**config.mk**
```make
export PLATFORM = sky130hd
export DESIGN_NAME = vram_port_arbiter_flat
export DESIGN_NICKNAME = d
export VERILOG_FILES = /design/src/rtl/vram_port_arbiter_pkg.sv /design/src/rtl/vram_port_arbiter_if.sv /design/src/rtl/vram_port_arbiter_cmd_fifo.sv /design/src/rtl/vram_port_arbiter.sv /design/src/flat_wrapper.sv
export SDC_FILE = /design/constraint.sdc
export NUM_CORES = 1
export LEC_CHECK = 0
export BUFFER_PORTS_ARGS = -buffer_cell sky130_fd_sc_hd__buf_2
export CAP_MARGIN = 20
export CORE_ASPECT_RATIO = 0.9
export CORE_MARGIN = 4
export CORE_UTILIZATION = 50
export CTS_CLUSTER_DIAMETER = 30
export DETAILED_ROUTE_END_ITERATION = 16
export PLACE_DENSITY_LB_ADDON = 0.3
export SYNTH_ARGS = -nofsm -noshare
export SYNTH_HDL_FRONTEND = slang
export SYNTH_HIERARCHICAL = 1
export SYNTH_SLANG_ARGS = --single-unit
```
**constraint.sdc**
```tcl
create_clock -name clk -period 2.5 [get_ports clk]
set_input_delay 0.5 -clock clk [delete_from_list [all_inputs] [get_ports clk]]
set_output_delay 0.5 -clock clk [all_outputs]
set_load 0.02 [all_outputs]
```
**src/rtl/vram_port_arbiter_pkg.sv**
```systemverilog
// Shared widths, the queued CPU command format and VRAM map landmarks for the VRAM arbiter.
// No logic; types and constants only.
// Imported by the arbiter top, its command FIFO and the CPU bus interface.
package vram_arb_pkg;

  localparam int ADDR_W = 15;
  localparam int DATA_W = 8;

  // One queued CPU access; reads ignore the data field.
  typedef struct packed {
    logic              rd;
    logic [ADDR_W-1:0] addr;
    logic [DATA_W-1:0] data;
  } vram_cmd_t;

  // Pixel memory ends here; the video chip's register block follows.
  localparam logic [ADDR_W-1:0] VRAM_PIXEL_END = 15'h7CFF;
  localparam logic [ADDR_W-1:0] VRAM_REG_BASE  = 15'h7D00;
  localparam logic [ADDR_W-1:0] VOID_PEN_POS   = 15'h7D2F;

endpackage

```
**src/rtl/vram_port_arbiter_if.sv**
```systemverilog
// CPU command bus into the VRAM arbiter: valid/ready command channel plus read return.
// Wires only, no latency.
// Commands stall while cpu_ready is low; read returns cannot be stalled.
interface vram_port_arbiter_if;
  import vram_arb_pkg::*;

  logic              cpu_valid;
  logic              cpu_rd;
  logic [ADDR_W-1:0] cpu_addr;
  logic [DATA_W-1:0] cpu_wdata;
  logic              cpu_ready;
  logic              cpu_rd_valid;
  logic [DATA_W-1:0] cpu_rd_data;

  // CPU side
  modport master (
    output cpu_valid, cpu_rd, cpu_addr, cpu_wdata,
    input  cpu_ready, cpu_rd_valid, cpu_rd_data
  );

  // Arbiter side
  modport slave (
    input  cpu_valid, cpu_rd, cpu_addr, cpu_wdata,
    output cpu_ready, cpu_rd_valid, cpu_rd_data
  );

endinterface

```
**src/rtl/vram_port_arbiter_cmd_fifo.sv**
```systemverilog
// Generic synchronous FIFO with occupancy output; the head entry is visible combinationally.
// A pushed entry is visible at the head one cycle after the push edge (no bypass).
// Pushes while full are dropped; the owner gates push with its ready signal.
module vram_cmd_fifo #(
  parameter type T     = logic [7:0],
  parameter int  DEPTH = 4
) (
  input  logic                     clk,
  input  logic                     rst,
  input  logic                     push_vld,
  input  T                         push_dat,
  input  logic                     pop_vld,
  output T                         head_dat,
  output logic                     empty,
  output logic [$clog2(DEPTH):0]   level
);

  localparam int AW = $clog2(DEPTH);
  localparam int PW = AW + 1;

  // One extra pointer bit separates full from empty; pointers wrap modulo 2*DEPTH.
  logic [PW-1:0] wr_ptr;
  logic [PW-1:0] rd_ptr;
  T              mem [DEPTH];
  logic          full;
  logic          do_push;
  logic          do_pop;

  assign level    = wr_ptr - rd_ptr;
  assign empty    = (wr_ptr == rd_ptr);
  assign full     = (level == PW'(DEPTH));
  assign do_push  = push_vld && !full;
  assign do_pop   = pop_vld && !empty;
  assign head_dat = mem[rd_ptr[AW-1:0]];

  // Pointer update; reset flushes the queue.
  always_ff @(posedge clk) begin
    if (rst) begin
      wr_ptr <= '0;
      rd_ptr <= '0;
    end else begin
      if (do_push) wr_ptr <= wr_ptr + PW'(1);
      if (do_pop)  rd_ptr <= rd_ptr + PW'(1);
    end
  end

  // Entry storage; contents need no reset since the pointers define validity.
  always_ff @(posedge clk) begin
    if (do_push) mem[wr_ptr[AW-1:0]] <= push_dat;
  end

endmodule

```
**src/rtl/vram_port_arbiter.sv**
```systemverilog
// Shares single-port VRAM: even cycles serve the video address, odd cycles run one queued CPU command.
// Video data lands 2 cycles after its address; CPU writes hit RAM 1-2 cycles after accept, reads return 2 cycles after issue.
// cpu_ready drops when the command queue is full or in reset; video slots never stall.
module vram_port_arbiter
  import vram_arb_pkg::*;
#(
  parameter int FIFO_DEPTH = 4
) (
  input  logic                        clk,
  input  logic                        rst,
  output logic                        vid_phase,
  input  logic [ADDR_W-1:0]           vid_addr,
  output logic [DATA_W-1:0]           vid_data,
  vram_port_arbiter_if.slave          cpu,
  output logic [$clog2(FIFO_DEPTH):0] fifo_level,
  output logic [ADDR_W-1:0]           ram_addr,
  output logic [DATA_W-1:0]           ram_wdata,
  output logic                        ram_we,
  input  logic [DATA_W-1:0]           ram_rdata
);

  localparam int LVL_W = $clog2(FIFO_DEPTH) + 1;

  logic              phase;
  logic              rd_pending;
  logic [ADDR_W-1:0] addr_q;
  logic [DATA_W-1:0] wdata_q;
  logic [DATA_W-1:0] rd_data_q;
  logic              rd_valid_q;
  vram_cmd_t         push_cmd;
  vram_cmd_t         head;
  logic              fifo_empty;
  logic              push;
  logic              pop;

  assign cpu.cpu_ready    = !rst && (fifo_level < LVL_W'(FIFO_DEPTH));
  assign cpu.cpu_rd_valid = rd_valid_q;
  assign cpu.cpu_rd_data  = rd_data_q;
  assign vid_phase        = phase;

  assign push     = cpu.cpu_valid && cpu.cpu_ready;
  assign pop      = !rst && phase && !fifo_empty;
  assign push_cmd = '{rd: cpu.cpu_rd, addr: cpu.cpu_addr, data: cpu.cpu_wdata};

  vram_cmd_fifo #(
    .T     (vram_cmd_t),
    .DEPTH (FIFO_DEPTH)
  ) u_cmd_fifo (
    .clk      (clk),
    .rst      (rst),
    .push_vld (push),
    .push_dat (push_cmd),
    .pop_vld  (pop),
    .head_dat (head),
    .empty    (fifo_empty),
    .level    (fifo_level)
  );

  // RAM port mux: video address in phase 0, queue head in phase 1, else hold the last drive.
  always_comb begin
    ram_addr  = addr_q;
    ram_wdata = wdata_q;
    ram_we    = 1'b0;
    if (rst) begin
      ram_addr  = '0;
      ram_wdata = '0;
    end else if (!phase) begin
      ram_addr = vid_addr;
    end else if (!fifo_empty) begin
      ram_addr = head.addr;
      if (!head.rd) begin
        ram_we    = 1'b1;
        ram_wdata = head.data;
      end
    end
  end

  // Slot phase and the held RAM drive used when a CPU slot goes unused.
  always_ff @(posedge clk) begin
    if (rst) begin
      phase   <= 1'b0;
      addr_q  <= '0;
      wdata_q <= '0;
    end else begin
      phase   <= !phase;
      addr_q  <= ram_addr;
      wdata_q <= ram_wdata;
    end
  end

  // Video capture: RAM data during a phase-1 cycle belongs to the preceding video address.
  always_ff @(posedge clk) begin
    if (rst) begin
      vid_data <= '0;
    end else if (phase) begin
      vid_data <= ram_rdata;
    end
  end

  // Read return: a read issued in phase 1 has its data on ram_rdata in the following phase 0.
  always_ff @(posedge clk) begin
    if (rst) begin
      rd_pending <= 1'b0;
      rd_data_q  <= '0;
      rd_valid_q <= 1'b0;
    end else begin
      rd_valid_q <= 1'b0;
      if (pop && head.rd) begin
        rd_pending <= 1'b1;
      end else if (!phase && rd_pending) begin
        rd_pending <= 1'b0;
        rd_data_q  <= ram_rdata;
        rd_valid_q <= 1'b1;
      end
    end
  end

endmodule
```
**src/flat_wrapper.sv**
```systemverilog
// flat-port wrapper written by rule: the top's interface ports become plain ports
module vram_port_arbiter_flat import vram_arb_pkg::*;
#(
  parameter int FIFO_DEPTH = 4
)
  (clk, rst, vid_phase, vid_addr, vid_data, fifo_level, ram_addr, ram_wdata, ram_we, ram_rdata, cpu_cpu_valid, cpu_cpu_rd, cpu_cpu_addr, cpu_cpu_wdata, cpu_cpu_ready, cpu_cpu_rd_valid, cpu_cpu_rd_data);
  vram_port_arbiter_if cpu_i ();
  input  logic clk;
  input  logic rst;
  output logic vid_phase;
  input  logic [ADDR_W-1:0] vid_addr;
  output logic [DATA_W-1:0] vid_data;
  output logic [$clog2(FIFO_DEPTH):0] fifo_level;
  output logic [ADDR_W-1:0] ram_addr;
  output logic [DATA_W-1:0] ram_wdata;
  output logic ram_we;
  input  logic [DATA_W-1:0] ram_rdata;
  input wire logic [$bits(cpu_i.cpu_valid)-1:0] cpu_cpu_valid;
  input wire logic [$bits(cpu_i.cpu_rd)-1:0] cpu_cpu_rd;
  input wire logic [$bits(cpu_i.cpu_addr)-1:0] cpu_cpu_addr;
  input wire logic [$bits(cpu_i.cpu_wdata)-1:0] cpu_cpu_wdata;
  output wire logic [$bits(cpu_i.cpu_ready)-1:0] cpu_cpu_ready;
  output wire logic [$bits(cpu_i.cpu_rd_valid)-1:0] cpu_cpu_rd_valid;
  output wire logic [$bits(cpu_i.cpu_rd_data)-1:0] cpu_cpu_rd_data;
  assign cpu_i.cpu_valid = cpu_cpu_valid;
  assign cpu_i.cpu_rd = cpu_cpu_rd;
  assign cpu_i.cpu_addr = cpu_cpu_addr;
  assign cpu_i.cpu_wdata = cpu_cpu_wdata;
  assign cpu_cpu_ready = cpu_i.cpu_ready;
  assign cpu_cpu_rd_valid = cpu_i.cpu_rd_valid;
  assign cpu_cpu_rd_data = cpu_i.cpu_rd_data;
  vram_port_arbiter #(.FIFO_DEPTH(FIFO_DEPTH)) u_core (.clk(clk), .rst(rst), .vid_phase(vid_phase), .vid_addr(vid_addr), .vid_data(vid_data), .cpu(cpu_i), .fifo_level(fifo_level), .ram_addr(ram_addr), .ram_wdata(ram_wdata), .ram_we(ram_we), .ram_rdata(ram_rdata));
endmodule
```
==> impl_results.md, run 1 <==
- Highest clock rate: 373 MHz
- Pleak: 2.82 nW
- Ant. Diodes: 0
- Core box area: 11,000 um2
- Most frequent cells in the layout: edfxtp_1 (96), buf_2 (79), buf_4 (47)
- Initial DRT Pass Iterations: 4
- Post-DRT Antenna Nets: 0
- Worst EP required: 2.00 ns
- IO Count: 96
- Number of fill cells: 766
- Max IR drop VDD: 0.000652 V
- CTS clock-pin slew for the worst setup and hold paths: 0.06 ns
- Fin crit share: 107%
- H-Tree Depth: 4
- Hold Path Class: in2reg
- Die width: 121 um
- Mapped Avg Cell Area: 15.2 um2
- Total power: 5.43 mW
- PnR worst setup slack: -0.178 ns
- RSZ-0062 raised after global routing: true
- TritonCTS clock tree: built
- GRT met1 Usage: 23.2%
- Clk Tree Root Cell: clkbuf_16
- Number of synthesized flops with an enable pin: 96
- Number of synthesized register bits: 146
- Row count: 36
- GRT Overall Usage: 19.6%
- Final GP Congestion: 0.734
- Tmin final: 2.68 ns
- Pwr Density: 711 nW/um2
- FF/Latch Area: 3900 um2
- Int Power: 4.21 mW
- Syn Nets: 436
- Clock power frac: 39.6%
- Routed vias: 3,600
- Leading cell type in the layout, fill and taps excluded: edfxtp_1
- Slew headroom: 62.8%
- Most Used Layer, Global Route: met2
- Failing checks: negative setup slack
- Netlist Area Pre-Place: 5760 um2
- Status: complete, but fails checks
- First-pass GRT wire length: 19.1 mm
- Share of layout cells above drive strength 1: 48.7%
- Setup WS pre-CTS: 0.0799 ns
- Kind of end point of the critical path: output pin
- Clock sinks: 146
- Async set-reset flop share out of synthesis: 0%
- Sequential area share after synthesis: 67.5%
- Wire length per cell: 18.2 um
- Kind of critical path: reg2out
- Tightest Pin Transition: 0.556 ns
- GR Util met3: 6.64%
- Gate Count Post-Synth: 378
- Vias per Instance: 5.31
- Max Buffers Root-to-Sink: 2
- Combinational Power Share: 11.1%
- Yosys cell types: 32
- Synth Flop Type: edfxtp_1
- Starting Density: 52.2%
- Final Max Slew Viols: 0
- DIE AREA: 13,300 um2
- Maximum net fanout on the critical path: 8
- Total Wirelength: 12.3 mm
- Dpl cell area: 6580 um2
- Vias in the first global route: 3,695
- NetSw: 1.22 mW
- HPWL after DPL: 7.86 mm
- Final nets: 571
- Sw frac: 22.4%
- Die Y: 110 um
- Area growth syn-to-layout: 32.7%
- Flop pwr share: 49.4%
- CTS Buf Count: 17
- Hold Fails Final Rpt: 0
- Initial antenna violation count: 0
- IO buf count: 95
- # hold bufs at CTS: 0
- Residual DRC count: 0
- MaxCap Viol Count: 0
- Endpoints failing setup: 19
- Initial DRC count: 211
- Syn. warnings: 6
- Clock latency on the worst-skew pair: 0.41 ns
- Multi-input logic area: 2030 um2
- Fin area: 7640 um2
- Startpoint types: flop
- Arrival time worst endpoint: 2.18 ns
- GR Util met2: 34.3%
- Largest net degree at the start of global routing: 47
- Worst Clk Skew: 0.00777 ns
- Gr ovfl total: 0
## logic make-up (layout without fill, tap and decap cells)
group	after synthesis	in the layout	synth area share, %
compound gates	59	59	6.78
xor+xnor	6	6	1.17
fa+ha+maj	8	8	1.87
buf+inv	30	178	2.63
flops	146	146	67.5
mux	49	49	13.7
simple gates	80	80	6.33
## cell usage after synthesis, drive strengths merged, types with 6 or more instances
master   n  area (um2)
mux4    24         541
nor2    34         128
mux2i   25         250
nand2   34         148
dfxtp   50        1000
edfxtp  96        2880
ha       7        87.6
a211oi  30         225
a21oi   26         134
inv      6        22.5
buf     15        93.8
clkbuf   9        35.0
## per-stage QoR
stage / TNS [ns] / instances / utilization [%] / hold slack, ns
detailed placement: 0 / 619 / 59.6 / 0.446
global route: -4.23 / 678 / 69.2 / 0.280
global placement: 0 / 619 / 59.6 / 0.442
floorplan: -0.877 / 378 / - / 0.440
CTS: -2.86 / 672 / 68.0 / 0.278
finish: -2.02 / 678 / 69.2 / 0.300
## worst max-delay path, stage by stage, from the launching register on
cell	delay, ns
dfxtp_4	0.37
mux4_2	0.55
nor3b_2	0.24
buf_4	0.19
nand2_1	0.10
a21oi_2	0.16
buf_4	0.16
## repair_timing
item / CTS / global route
setup buffers: 20 / 7
cloned: 1 / 0
pin swaps: 35 / 7
resized for setup: 61 / 24
endpoints found under the setup margin: 24 / 24
## final timing paths
kind | slack (ns) | cells after the start | from | end
worst max-delay path | -0.18 | 6 | flop | ram_wdata[7]
worst min-delay path | 0.30 | 1 | cpu_cpu_rd | u_core/u_cmd_fifo/mem[2][23]$_DFFE_PP_
worst max register to register | 0.13 | 9 | u_core/u_cmd_fifo/rd_ptr[0]$_SDFFE_PP0P_ | u_core/u_cmd_fifo/mem[1][0]$_DFFE_PP_
worst min register to register | 0.46 | 2 | u_core/cpu.cpu_rd_data[3]$_SDFFE_PP0P_ | u_core/cpu.cpu_rd_data[3]$_SDFFE_PP0P_
## layout make-up
type,instances,area share [%]
multi-input combinational,202,26.6
timing repair buffer,140,12.9
tap,152,2.49
inverter,6,0.328
sequential,146,51.1
clock buffer,24,6.05
clock inverter,8,0.524
## per-layer routing
metal | routed length, um | up-vias
li1 | - | 1698
met1 | 4970 | 1786
met2 | 6460 | 107
met3 | 801 | 9
met4 | 76 | 0
met5 | 0 | -
## power by group through the flow
stage	logic (mW)	clock network (mW)	registers, mW
6_report	0.601	2.15	2.68
5_1_grt	0.643	2.30	2.69
4_1_cts	0.562	2.19	2.68
3_5_place_dp	0.428	0	2.73
3_3_place_gp	0.418	0	2.72
2_1_floorplan	0.262	0	2.73
## registers in the layout, indices dropped and copies added (netlist names), named ones only
name,flops
u_core/cpu.cpu_rd_valid,1
u_core/vid_data,8
u_core/cpu.cpu_rd_data,8
u_core/u_cmd_fifo/wr_ptr,3
u_core/rd_pending,1
u_core/u_cmd_fifo/rd_ptr,3
u_core/vid_phase,1
u_core/u_cmd_fifo/mem,96
u_core/wdata_q,8
u_core/addr_q,15
Note: power is estimated with default switching activity, not from simulation.
==> run 2: changes to the inputs <==
CORE_UTILIZATION = 56   (was 50)
clock period = 2.6 ns   (was 2.5 ns; I/O delays follow)
==> impl_results.md, run 2 (synthesized netlist as in run 1, its figures left out) <==
- Maximum net fanout on the critical path: 8 (unchanged)
- Area growth syn-to-layout: 35.8%
- Max Buffers Root-to-Sink: 2 (unchanged)
- Most frequent cells in the layout: edfxtp_1 (96), buf_2 (77), buf_4 (47)
- Core box area: 9870 um2 (-11%)
- Share of layout cells above drive strength 1: 50.2% (+1.5 points)
- Residual DRC count: 0 (unchanged)
- Tightest Pin Transition: 0.568 ns (+0.0118 ns)
- Fin crit share: 105%
- FF/Latch Area: 3900 um2 (about the same)
- Kind of critical path: reg2out
- TritonCTS clock tree: built
- First-pass GRT wire length: 20.0 mm (+4.5%)
- Setup WS pre-CTS: 0.126 ns (+0.0462 ns)
- Ant. Diodes: 0 (unchanged)
- Initial antenna violation count: 0 (unchanged)
- FF-to-FF Start: u_core/u_cmd_fifo/wr_ptr[0]$_SDFFE_PP0P_
- Number of buffers and inverters on the critical path: 1 (-1)
- DIE AREA: 12,000 um2 (-10%)
- Kind of end point of the critical path: output pin
- Slew headroom: 62.0% (-0.79 points)
- GRT Overall Usage: 22.2% (+2.6 points)
- Crit Reg-Reg Endpoint: u_core/u_cmd_fifo/mem[2][0]$_DFFE_PP_
- Vias in the first global route: 3,799 (+2.8%)
- Tmin final: 2.74 ns
- Die width: 115 um (-5.1%)
- Max reg flops: 96 (unchanged)
- Total Wirelength: 13.3 mm (+8.2%)
- Max IR drop VDD: 0.000522 V (-20%)
- Initial DRT Pass Iterations: 5 (+1)
- Largest net degree at the start of global routing: 47 (unchanged)
- Routed vias: 3,694 (+2.6%)
- HPWL after DPL: 7.06 mm (-10%)
- Final GP Congestion: 0.830 (+13%)
- CTS Buf Count: 17 (unchanged)
- Pwr Density: 723 nW/um2 (+1.7%)
- CTS clock-pin slew for the worst setup and hold paths: 0.06 ns (about the same)
- Clock sinks: 146 (unchanged)
- CP delay by family, top: simple AND/OR/NAND/NOR gates
- RSZ-0062 raised after global routing: true
- H-Tree Depth: 4 (unchanged)
- Endpoints failing setup: 18 (-1)
- Number of fill cells: 520 (-32%)
- Slowest Stage Delay on Critical Path: 0.56 ns (about the same)
- Hold Fails Final Rpt: 0 (unchanged)
- Vias per Instance: 5.65 (+6.4%)
- Final Max Slew Viols: 0 (unchanged)
- CP cell instances: mux4_2 -> or3b_4 -> nand2_2 -> a21oi_2 -> buf_4
- Fin area: 7820 um2 (+2.4%)
- Failing checks: negative setup slack
- CP startpoint: u_core/u_cmd_fifo/mem[3][23]$_DFFE_PP_
- Arrival time worst endpoint: 2.22 ns (+0.04 ns)
- Clk Tree Root Cell: clkbuf_16
- IO Count: 96 (unchanged)
- FF-to-FF path depth: 10 (+1)
- Post-DRT Antenna Nets: 0 (unchanged)
- Critical path depth: 5 (-1)
- CP max stage cell: mux4_2
- Starting Density: 58.3% (+6.2 points)
- Worst EP required: 2.08 ns (+0.08 ns)
- Gr ovfl total: 0 (unchanged)
- Clock latency on the worst-skew pair: 0.41 ns (about the same)
- IO buf count: 95 (unchanged)
- Hold Path Class: in2reg
- Worst Clk Skew: 0.00997 ns (+0.00220 ns)
- Dpl cell area: 6480 um2 (-1.5%)
- MaxCap Viol Count: 0 (unchanged)
- Status: complete, but fails checks
- Leading cell type in the layout, fill and taps excluded: edfxtp_1
- Final nets: 573 (+0.35%)
- Worst R2R Setup Slack: 0.13 ns (about the same)
- Setup crit end: ram_wdata[1]
- Row count: 34 (-5.6%)
- Startpoint types: flop
- Wire length per cell: 20.4 um (+12%)
- Pleak: 2.90 nW (+2.7%)
- PnR worst setup slack: -0.142 ns (+0.0361 ns)
- Highest clock rate: 365 MHz
- # hold bufs at CTS: 0 (unchanged)
- Initial DRC count: 341 (+62%)
- Multi-input logic area: 2050 um2 (+0.92%)
- Die Y: 104 um (-5.1%)
[run 2: repair_timing]
action / in CTS / in global routing
setup buffers: 17 / 15
pin swaps: 32 / 18
setup endpoints to repair: 24 / 81
gates cloned: 4 / 0
gates resized for setup: 46 / 46
[run 2: worst min-delay path by stage]
stage / from / endpoint / depth (start not counted)
2_1_floorplan: u_core/wdata_q[0]$_SDFF_PP0_ / u_core/wdata_q[0]$_SDFF_PP0_ / 2
3_3_place_gp: u_core/cpu.cpu_rd_data[6]$_SDFFE_PP0P_ / u_core/cpu.cpu_rd_data[6]$_SDFFE_PP0P_ / 2
3_5_place_dp: u_core/cpu.cpu_rd_data[0]$_SDFFE_PP0P_ / u_core/cpu.cpu_rd_data[0]$_SDFFE_PP0P_ / 2
4_1_cts: cpu_cpu_wdata[3] / u_core/u_cmd_fifo/mem[0][3]$_DFFE_PP_ / 1
5_1_grt: cpu_cpu_rd / u_core/u_cmd_fifo/mem[2][23]$_DFFE_PP_ / 1
6_report: cpu_cpu_addr[11] / u_core/u_cmd_fifo/mem[0][19]$_DFFE_PP_ / 1
[run 2: layout make-up]
type	instances	area share, %
Multi-Input combinational cell	202	26.2
Tap cell	126	2.02
Clock inverter	12	2.02
Sequential cell	146	49.9
Clock buffer	20	5.71
Timing Repair Buffer	142	13.8
Inverter	6	0.320
[run 2: per-layer routing]
metal | share of wire (%) | routed length [um] | track usage (%) | vias up
met5 | 0 | 0 | 0 | -
met4 | 1.4 | 185 | 8.63 | 0
met2 | 51 | 6830 | 36.9 | 156
li1 | - | - | - | 1697
met1 | 40 | 5290 | 27.7 | 1826
met3 | 7.6 | 1010 | 5.93 | 15
[run 2: worst reg2reg max path, stage by stage, from the launching register on]
cell,delay (ns)
dfxtp_4,0.35
inv_4,0.07
ha_4,0.12
inv_1,0.06
fa_1,0.39
xnor3_2,0.28
nor2_4,0.12
and2_4,0.14
a21boi_4,0.23
and2_4,0.19
buf_12,0.19
[run 2: per-stage QoR]
stage	setup TNS, ns	hold WS (ns)	utilization [%]	cells	power [mW]
floorplan	0	0.440	-	378	2.87
global placement	0	0.442	65.6	588	3.01
detailed placement	0	0.445	65.6	588	3.03
CTS	-1.04	0.311	76.3	641	5.57
global route	-2.52	0.310	79.2	654	5.84
finish	-1.34	0.325	79.2	654	5.66
[run 2: report_power, final]
part           leakage (nW)  total [mW]  switching (mW)  internal (mW)
clock network         0.287        2.47           0.932           1.54
registers              1.29        2.58          0.0385           2.54
logic                  1.32       0.605           0.309          0.296
==> run 3: changes to the inputs <==
TNS_END_PERCENT = 30   (was default)
==> impl_results.md, run 3 (synthesized netlist as in run 1, its figures left out) <==
- Fin crit share: 105% (-0.61 points)
- Initial antenna violation count: 0 (unchanged)
- Initial DRC count: 304 (-11%)
- Fin cells: 633 (-3.2%)
- Total power: 5.54 mW (-2.1%)
- Post-DRT Antenna Nets: 0 (unchanged)
- Starting Density: 58.3% (unchanged)
- Arrival time worst endpoint: 2.21 ns (about the same)
- Met2 WL post-DR: 6.33 mm (-7.4%)
- Vias per Instance: 5.59 (-1.0%)
- Tmin final: 2.73 ns (-0.0159 ns)
- Hold Fails Final Rpt: 0 (unchanged)
- Highest clock rate: 367 MHz (+0.58%)
- Routed vias: 3,539 (-4.2%)
- Met3 wire length: 796 um (-21%)
- Initial DRT Pass Iterations: 4 (-1)
- CP cell instances: inv_4 -> ha_4 -> nand2_4 -> nor2_4 -> buf_12 -> or3b_4 -> nand2_2 -> a21oi_2 -> buf_4
- Final Max Slew Viols: 0 (unchanged)
- DIE AREA: 12,000 um2 (unchanged)
- Worst Clk Skew: 0.00885 ns (-0.00111 ns)
- CTS clock-pin slew for the worst setup and hold paths: 0.06 ns (about the same)
- First-pass GRT wire length: 19.2 mm (-4.1%)
- Final GP Congestion: 0.830 (unchanged)
- Kind of end point of the critical path: output pin
- RSZ-0062 raised after global routing: true
- CP delay by family, top: simple AND/OR/NAND/NOR gates
- Largest net degree at the start of global routing: 47 (unchanged)
- Number of fill cells: 578 (+11%)
- Max IR drop VDD: 0.000573 V (+9.7%)
- Hold_ws: 0.324 ns (-0.000225 ns)
- Tightest Pin Transition: 0.560 ns (-0.00834 ns)
- IO Count: 96 (unchanged)
- Clk Tree Root Cell: clkbuf_16
- Status: complete, but fails checks
- Crit Reg-Reg Endpoint: u_core/u_cmd_fifo/mem[2][0]$_DFFE_PP_
- Row count: 34 (unchanged)
- FF-to-FF Start: u_core/u_cmd_fifo/wr_ptr[0]$_SDFFE_PP0P_
- Ant. Diodes: 0 (unchanged)
- Total Wirelength: 12.2 mm (-8.3%)
- CTS Buf Count: 17 (unchanged)
- Startpoint types: flop
- HPWL after DPL: 7.06 mm (unchanged)
- DRT met1 WL: 4.93 mm (-6.8%)
- Hold Path Class: in2reg
- PnR worst setup slack: -0.126 ns (+0.0159 ns)
- MaxCap Viol Count: 0 (unchanged)
- Residual DRC count: 0 (unchanged)
- IO buf count: 95 (unchanged)
- Vias in the first global route: 3,736 (-1.7%)
- GRT Overall Usage: 21.2% (-1.0 points)
- Hold Path Depth: 1 (unchanged)
- Max reg flops: 96 (unchanged)
- Cells after DPL: 588 (unchanged)
- Slew headroom: 62.6% (+0.56 points)
- Min-delay src: cpu_cpu_wdata[3]
- Pleak: 2.77 nW (-4.5%)
- CP max stage cell: or3b_4
- Top layer in use: met4
- Number of buffers and inverters on the critical path: 3 (+2)
- Worst EP required: 2.08 ns (about the same)
- Share of layout cells above drive strength 1: 45.8% (-4.4 points)
- Slowest Stage Delay on Critical Path: 0.48 ns (-0.08 ns)
- Pwr Density: 744 nW/um2 (+2.9%)
- Failing checks: negative setup slack
- Setup_tns: -1.56 ns (-0.217 ns)
- Gr ovfl total: 0 (unchanged)
- Core box area: 9870 um2 (unchanged)
- Die Y: 104 um (unchanged)
- Area growth syn-to-layout: 29.3%
- Worst min-delay path endpoint: u_core/u_cmd_fifo/mem[0][3]$_DFFE_PP_
- Clock latency on the worst-skew pair: 0.41 ns (about the same)
- Wire length per cell: 19.3 um (-5.3%)
- Endpoints failing setup: 22 (+4)
- Final nets: 552 (-3.7%)
- TritonCTS clock tree: built
- FF-to-FF path depth: 10 (unchanged)
- Most frequent cells in the layout: edfxtp_1 (96), buf_2 (85), dfxtp_1 (42)
- Clock sinks: 146 (unchanged)
- Maximum net fanout on the critical path: 8 (unchanged)
- Max Buffers Root-to-Sink: 2 (unchanged)
- H-Tree Depth: 4 (unchanged)
- Leading cell type in the layout, fill and taps excluded: edfxtp_1
- Die width: 115 um (unchanged)
- Kind of critical path: reg2out
- Worst R2R Setup Slack: 0.10 ns (-0.03 ns)
## run 3: cell types whose count changed in the layout (fill, tap and decap cells not counted), moves of 2 or more
cell | before | now
mux2i_4 | 11 | 2
nand2_4 | 3 | 1
nand2_1 | 22 | 24
buf_2 | 77 | 85
buf_12 | 10 | 7
a211oi_1 | 19 | 27
a211oi_2 | 11 | 3
mux2i_2 | 2 | 9
mux2i_1 | 12 | 14
buf_4 | 47 | 23
## run 3: cell type report
class	instances	area (um2)	area share, %
clock buffer	20	447	6.00
sequential	146	3900	52.4
inverter	6	25.0	0.336
timing repair buffer	121	838	11.3
tap	126	158	2.12
clock inverter	12	158	2.12
multi-input combinational	202	1920	25.7
## run 3: worst reg2reg max path, cell delays in order (launching register included)
cell and delay (ns):
dfxtp_4 0.36, inv_4 0.07, ha_4 0.12, inv_1 0.06, fa_1 0.39, xnor3_2 0.28, nor2_4 0.12, and2_4 0.14
a21boi_4 0.25, and2_4 0.19, buf_12 0.19
## run 3: per-stage QoR
step	instance area (um2)	util, %	setup WS [ns]
2_1_floorplan	5780	-	0.00487
3_3_place_gp	6480	65.6	0.197
3_5_place_dp	6480	65.6	0.126
4_1_cts	7300	74.0	-0.120
5_1_grt	7440	75.4	-0.190
6_report	7440	75.4	-0.126
## run 3: worst max-delay path by stage
| stage | from | to | slack [ns] | cells after the start |
|---|---|---|---|---|
| finish | u_core/u_cmd_fifo/wr_ptr[0]$_SDFFE_PP0P_ | ram_wdata[3] | -0.13 | 9 |
| global placement | u_core/u_cmd_fifo/wr_ptr[0]$_SDFFE_PP0P_ | u_core/u_cmd_fifo/mem[0][9]$_DFFE_PP_ | 0.20 | 10 |
| floorplan | u_core/u_cmd_fifo/wr_ptr[0]$_SDFFE_PP0P_ | u_core/u_cmd_fifo/mem[3][0]$_DFFE_PP_ | 0.005 | 9 |
| CTS | u_core/u_cmd_fifo/mem[3][23]$_DFFE_PP_ | ram_wdata[3] | -0.12 | 5 |
| detailed placement | u_core/u_cmd_fifo/wr_ptr[0]$_SDFFE_PP0P_ | ram_wdata[2] | 0.13 | 8 |
| global route | u_core/u_cmd_fifo/wr_ptr[0]$_SDFFE_PP0P_ | ram_wdata[3] | -0.19 | 9 |
## run 3: power breakdown
group / leakage (nW) / switching, mW / internal [mW]
sequential: 1.29 / 0.0336 / 2.54
clock: 0.287 / 0.921 / 1.54
combinational: 1.19 / 0.275 / 0.227
total: 2.77 / 1.23 / 4.31
## run 3: routing by layer
layer / vias to the layer above / GRT usage [%]
li1: 1657 / -
met1: 1753 / 26.8
met2: 114 / 34.7
met3: 15 / 5.76
met4: 0 / 8.47
met5: - / 0
## run 3: what timing repair did
| action | 4_1_cts | 5_1_grt |
|---|---|---|
| pin swaps | 27 | 6 |
| resized for setup | 35 | 24 |
| hold buffers | 0 | 0 |
| endpoints found under the setup margin | 24 | 25 |
| buffers inserted | 8 | 4 |
| cloned | 1 | 0 |
